--- src/rtl/mem_ctrl_pkg.sv ---
// Shared definitions for the byte-serial memory controller: FSM state
// encoding, request owner, mem_len encoding and the RAM read latency.
package mem_ctrl_pkg;

    typedef enum logic [2:0] {
        ST_IDLE   = 3'd0,
        ST_IF_RD  = 3'd1,
        ST_MEM_RD = 3'd2,
        ST_MEM_WR = 3'd3,
        ST_DONE   = 3'd4
    } state_t;

    typedef enum logic {
        OWN_IF  = 1'b0,
        OWN_MEM = 1'b1
    } owner_t;

    // mem_len encoding; both 10 and 11 select a full word
    localparam logic [1:0] LEN_1B     = 2'b00;
    localparam logic [1:0] LEN_2B     = 2'b01;
    localparam logic [1:0] LEN_4B     = 2'b10;
    localparam logic [1:0] LEN_4B_ALT = 2'b11;

    // Instruction fetches are always one full word
    localparam logic [2:0] IF_LEN_BYTES = 3'd4;

    // Cycles from ram_a presented (ram_wr=0) to ram_din valid
    localparam int RAM_RD_LAT = 1;

    // Number of bytes transferred for a given mem_len code
    function automatic logic [2:0] len_bytes(input logic [1:0] len);
        logic [2:0] n;
        case (len)
            LEN_1B:  n = 3'd1;
            LEN_2B:  n = 3'd2;
            default: n = 3'd4;
        endcase
        return n;
    endfunction

    // Select byte k of a little-endian 32-bit word
    function automatic logic [7:0] byte_sel(input logic [31:0] w, input logic [1:0] k);
        return w[{k, 3'b000} +: 8];
    endfunction

endpackage

--- src/rtl/mem_ctrl.sv ---
// Byte-serial memory controller arbitrating an instruction-fetch port and a
// load/store port onto a single 8-bit synchronous RAM. Each access moves one
// byte per cycle; the owner is acked for one cycle in DONE.
module mem_ctrl
    import mem_ctrl_pkg::*;
#(
    parameter int ADDR_W = 32
) (
    input  logic              clk,
    input  logic              rst,
    // instruction fetch port
    input  logic              if_req,
    input  logic [ADDR_W-1:0] if_addr,
    input  logic              if_flush,
    output logic              if_ack,
    output logic [31:0]       if_data,
    // load/store port
    input  logic              mem_req,
    input  logic              mem_we,
    input  logic [ADDR_W-1:0] mem_addr,
    input  logic [1:0]        mem_len,
    input  logic [31:0]       mem_wdata,
    output logic              mem_ack,
    output logic [31:0]       mem_rdata,
    // byte RAM
    output logic [ADDR_W-1:0] ram_a,
    output logic              ram_wr,
    output logic [7:0]        ram_dout,
    input  logic [7:0]        ram_din
);

    localparam logic [2:0] RD_LAT = 3'(RAM_RD_LAT);

    // control state
    state_t      state_q, state_d;
    logic [2:0]  cnt_q, cnt_d;
    owner_t      owner_q, owner_d;

    // latched request fields (no reset needed, loaded on every grant)
    logic [ADDR_W-1:0] base_q;
    logic [2:0]        len_q;
    logic              we_q;
    logic [31:0]       wdata_q;
    logic [31:0]       buf_q;

    // held output data, updated only on an ack
    logic [31:0] if_data_q;
    logic [31:0] mem_rdata_q;

    // grant/capture strobes from the next-state logic
    logic              load;
    logic [ADDR_W-1:0] grant_addr;
    logic [2:0]        grant_len;
    logic              cap_en;
    logic [1:0]        cap_idx;
    logic [2:0]        last_rd;
    logic [2:0]        rd_idx;

    // Index of the cycle that captures the final read byte
    assign last_rd = len_q + RD_LAT - 3'd1;
    assign rd_idx  = cnt_q - RD_LAT;

    // Arbitration, next state, RAM drive and ack generation
    always_comb begin
        state_d    = state_q;
        cnt_d      = cnt_q;
        owner_d    = owner_q;
        load       = 1'b0;
        grant_addr = mem_addr;
        grant_len  = len_bytes(mem_len);
        cap_en     = 1'b0;
        cap_idx    = 2'd0;
        ram_a      = '0;
        ram_wr     = 1'b0;
        ram_dout   = 8'd0;
        if_ack     = 1'b0;
        mem_ack    = 1'b0;

        case (state_q)
            ST_IDLE: begin
                // load/store has fixed priority; a fetch is never granted
                // while a redirect is pending
                if (mem_req) begin
                    load       = 1'b1;
                    grant_addr = mem_addr;
                    grant_len  = len_bytes(mem_len);
                    owner_d    = OWN_MEM;
                    cnt_d      = 3'd0;
                    state_d    = mem_we ? ST_MEM_WR : ST_MEM_RD;
                end else if (if_req && !if_flush) begin
                    load       = 1'b1;
                    grant_addr = if_addr;
                    grant_len  = IF_LEN_BYTES;
                    owner_d    = OWN_IF;
                    cnt_d      = 3'd0;
                    state_d    = ST_IF_RD;
                end
            end

            ST_IF_RD, ST_MEM_RD: begin
                if (state_q == ST_IF_RD && if_flush) begin
                    // redirect abandons the fetch; partial bytes are dropped
                    state_d = ST_IDLE;
                    cnt_d   = 3'd0;
                end else begin
                    // address phase for byte cnt, data phase for byte cnt-1
                    if (cnt_q < len_q) begin
                        ram_a = base_q + ADDR_W'(cnt_q);
                    end
                    if (cnt_q >= RD_LAT) begin
                        cap_en  = 1'b1;
                        cap_idx = rd_idx[1:0];
                    end
                    if (cnt_q == last_rd) begin
                        state_d = ST_DONE;
                        cnt_d   = 3'd0;
                    end else begin
                        cnt_d = cnt_q + 3'd1;
                    end
                end
            end

            ST_MEM_WR: begin
                ram_a    = base_q + ADDR_W'(cnt_q);
                ram_wr   = 1'b1;
                ram_dout = byte_sel(wdata_q, cnt_q[1:0]);
                if (cnt_q == len_q - 3'd1) begin
                    state_d = ST_DONE;
                    cnt_d   = 3'd0;
                end else begin
                    cnt_d = cnt_q + 3'd1;
                end
            end

            ST_DONE: begin
                // a late redirect still kills a fetch ack, never a load/store ack
                if (owner_q == OWN_MEM) begin
                    mem_ack = 1'b1;
                end else if (!if_flush) begin
                    if_ack = 1'b1;
                end
                state_d = ST_IDLE;
            end

            default: begin
                state_d = ST_IDLE;
                cnt_d   = 3'd0;
            end
        endcase
    end

    // During the ack cycle the freshly assembled word is shown directly;
    // otherwise the value from the last ack is held
    assign if_data   = if_ack ? buf_q : if_data_q;
    assign mem_rdata = (mem_ack && !we_q) ? buf_q : mem_rdata_q;

    // Control state and held output data, cleared by synchronous reset
    always_ff @(posedge clk) begin
        if (rst) begin
            state_q     <= ST_IDLE;
            cnt_q       <= 3'd0;
            owner_q     <= OWN_IF;
            if_data_q   <= 32'd0;
            mem_rdata_q <= 32'd0;
        end else begin
            state_q <= state_d;
            cnt_q   <= cnt_d;
            owner_q <= owner_d;
            if (if_ack) begin
                if_data_q <= buf_q;
            end
            if (mem_ack && !we_q) begin
                mem_rdata_q <= buf_q;
            end
        end
    end

    // Request latch on grant and byte assembly of read data
    always_ff @(posedge clk) begin
        if (load) begin
            base_q  <= grant_addr;
            len_q   <= grant_len;
            we_q    <= mem_req & mem_we;
            wdata_q <= mem_wdata;
            buf_q   <= 32'd0;
        end else if (cap_en) begin
            buf_q[{cap_idx, 3'b000} +: 8] <= ram_din;
        end
    end

endmodule

--- config.mk ---
export PLATFORM = sky130hd
export DESIGN_NAME = mem_ctrl
export DESIGN_NICKNAME = d
export VERILOG_FILES = /design/src/rtl/mem_ctrl_pkg.sv /design/src/rtl/mem_ctrl.sv
export SDC_FILE = /design/constraint.sdc
export NUM_CORES = 1
export LEC_CHECK = 0
export ABC_AREA = 1
export BUFFER_PORTS_ARGS = -buffer_cell sky130_fd_sc_hd__clkbuf_2
export CAP_MARGIN = 0
export CORE_UTILIZATION = 30
export DETAILED_ROUTE_END_ITERATION = 10
export SETUP_SLACK_MARGIN = 0.5
export SYNTH_ARGS = -nofsm -noshare
export SYNTH_HDL_FRONTEND = slang
export SYNTH_SLANG_ARGS = --single-unit
--- constraint.sdc ---
create_clock -name clk -period 3.34 [get_ports clk]
set_input_delay 0 -clock clk [delete_from_list [all_inputs] [get_ports clk]]
set_output_delay 0 -clock clk [all_outputs]
set_load 0.03 [all_outputs]
==> results.md <==
- Status: completed
- Syn avg cell area: 7.467 um^2
- Die Y: 174.5 um
- Share of layout cells above drive strength 1: 0.2250
- Vias in the first global route: 8202
- GR Layer Usage met2: 0.2704
- Hold WC Path Type: input pin to register
- Synth top area share: 0.2309
- Clock Path Buffers: 2
- Worst endpoint required time: 3.34 ns
- Maximum vdd ir drop: 0.3225 mV
- Netlist cell types: 36
- H-tree levels: 4
- Synthesis Warnings: 0
- Tcrit/Tclk final: 0.8039
- Post-synth top area cell: dfxtp_1
- Root buffer cell: clkbuf_16
- Clk_skew: 0.01181 ns
- Peak Freq: 372.4 MHz
- WS Path Type: register to primary output
- Mapped Area: 0.008931 mm^2
- Max-cap violations: 0
- Endpoints failing hold: 0
- Via-to-Cell Ratio: 4.515
- CP max FO: 12
- Met3 GRT Util: 0.03412
- Worst Tran Pin Value: 0.6848 ns
- # DRC: 0
- DR iter-0 viols: 494
- Post-Place Cells: 1759
- Cell count after synthesis: 1196
- Final HPWL from detailed placement: 17290 um
- Pwr/cell area: 645.7 mW/mm^2
- Most Crowded Layer GR: met2
- CTS clk-pin slew, worst paths: 0.08 ns
- Flip-flop and latch area: 0.004104 mm^2
- Largest net degree at the start of global routing: 65
- Primary FF master, synth: dfxtp_1
- P&R area growth vs syn: 36.83%
- Clock Sinks: 171
- Final Slew Violations: 0
- Layout filler cell count: 3006
- Final setup viols: 0
- Final wirelength: 25090 um
- Overflow after GRT: 0
- Area of the multi-input gates: 0.003846 mm^2
- GPL Wtd Cong: 0.8504
- GRT Util Overall: 0.1675
- DRT Pass-1 Iters: 5
- Most common library cells after synthesis: 283 x nand2_1, 198 x inv_1, 121 x a21oi_1
- Static leakage: 5.623 nW
- Vias: 8602
- Initial Util: 0.3078
- Die X: 174.5 um
- Synth area leaders: dfxtp_1 23%, edfxtp_1 23%, nand2_1 12%
- Min Tclk post-route: 2.685 ns
- Drt wl/cell: 13.17 um
- Initial antenna violation count: 1
- Fin Setup TNS: 0 ns
- CP startpoint kind: register
- RSZ-0062 raised after global routing: yes
- Max_slew headroom: 0.5435
- Fin cells: 1905
- Worst EP arrival: 2.69 ns
- Buffers on Ports: 218
- Nets: 1632
- Core area: 0.02901 mm^2
- Worst skew pair latency: 0.43 ns
- Mapped Nets: 1321
- Met1 Use GR: 0.2277
- # IOs: 219
- Most frequent cell after synthesis: nand2_1
- Final ANT Viol Nets: 0
- Sequential fraction of the synthesis area: 0.4595
- EDFF count, synth: 68
- Crit end category: primary output
- Cell Rows: 62
- CTS tree: built
- First-pass GRT wire length: 41010 um
- Number of synthesized register bits: 171
- Num CTS Buffers: 17
- DIE AREA: 0.03046 mm^2
- Async S/R FF share, synth: 0
-- registers in the layout, indices dropped and copies added, names as in the netlist --
| name | count |
|---|---|
| base_q | 32 |
| buf_q | 32 |
| if_data_q | 32 |
| mem_rdata_q | 32 |
| wdata_q | 32 |
| cnt_q | 3 |
| len_q | 3 |
| state_q | 3 |
| owner_q | 1 |
| we_q | 1 |
-- placed cells by master (no fill, tap or decap), drive strengths merged --
cell         count
dfxtp          103
nor2           115
nand4           21
clkinv           7
and3             1
o211ai           1
and2             2
o21ai           34
nor3b            3
inv            217
dlygate4sd3    110
clkbuf         232
ha              12
a21oi          121
diode            1
nor3            16
xor2             4
a211oi          64
o211a            1
or2             33
edfxtp          68
nand3b           2
fa               1
buf             20
nand2          287
a31oi            1
nand3           42
xnor2            2
-- layout make-up --
| class | instances | share of cell area |
|---|---|---|
| sequential | 171 | 0.3358 |
| multi-input combinational | 763 | 0.3147 |
| timing repair buffer | 345 | 0.1929 |
| inverter | 209 | 0.06491 |
| tap | 384 | 0.03932 |
| clock buffer | 17 | 0.03481 |
| clock inverter | 15 | 0.01730 |
| antenna | 1 | 0.0002048 |
-- final timing paths --
path / from / endpoint / slack (ns) / cells after the start
max: cnt_q[0] / ram_a[26] / 0.65 / 12
min: if_req / state_q[0] / 0.18 / 6
max reg2reg: state_q[1] / base_q[31] / 0.80 / 10
min reg2reg: owner_q / owner_q / 0.46 / 2
-- cells by family after synthesis --
| group | count (synthesis) | synth area share |
|---|---|---|
| AOI/OAI and AO/OA | 222 | 0.1433 |
| xor gates and xnor gates | 6 | 0.005884 |
| adders and majority gates | 13 | 0.01905 |
| buffers and inverters | 263 | 0.1166 |
| DFF | 171 | 0.4595 |
| and+or+nand+nor | 521 | 0.2557 |
-- report_power, final --
| part | total [mW] | internal [mW] | switching [mW] |
|---|---|---|---|
| clock network | 2.12 | 1.05 | 1.07 |
| logic | 2.97 | 0.916 | 2.05 |
| registers | 2.81 | 2.61 | 0.200 |
| total | 7.89 | 4.58 | 3.32 |
-- critical path, cell delays in order (launching register included) --
cell	delay [ns]
dfxtp_1	0.35
buf_6	0.17
ha_1	0.20
inv_1	0.06
fa_2	0.39
o21ai_2	0.23
nand3_4	0.15
nor2_4	0.19
nand3b_1	0.09
nand2_1	0.06
nand2_1	0.04
nor2_1	0.12
clkbuf_4	0.20
-- per-layer routing --
layer  vias up  wire length (um)
li1       4475                 -
met1      3869             12180
met2       238             11420
met3        20              1190
met4         0               305
met5         -                 0
-- metrics by stage --
stage	power (mW)	worst slack, ns	instance area, um^2	hold WS, ns	utilization
2_1_floorplan	4.811	0.6053	8931	0.09887	-
3_3_place_gp	5.593	0.7510	10390	0.1780	0.3582
3_5_place_dp	5.626	0.6635	10390	0.1786	0.3582
4_1_cts	7.930	0.4737	12170	0.1630	0.4195
5_1_grt	8.392	0.4544	12220	0.2073	0.4212
6_report	7.891	0.6550	12220	0.1815	0.4212
-- what timing repair did --
action                                  CTS  global route
cloned                                    1             0
gates resized for setup                   9            15
endpoints found under the hold margin    94             0
hold buffers                            110             0
endpoints found under the setup margin    7            27
pin swaps                                 3             4
setup buffers                             0             2
No activity file was read; power rests on OpenSTA's default activity.
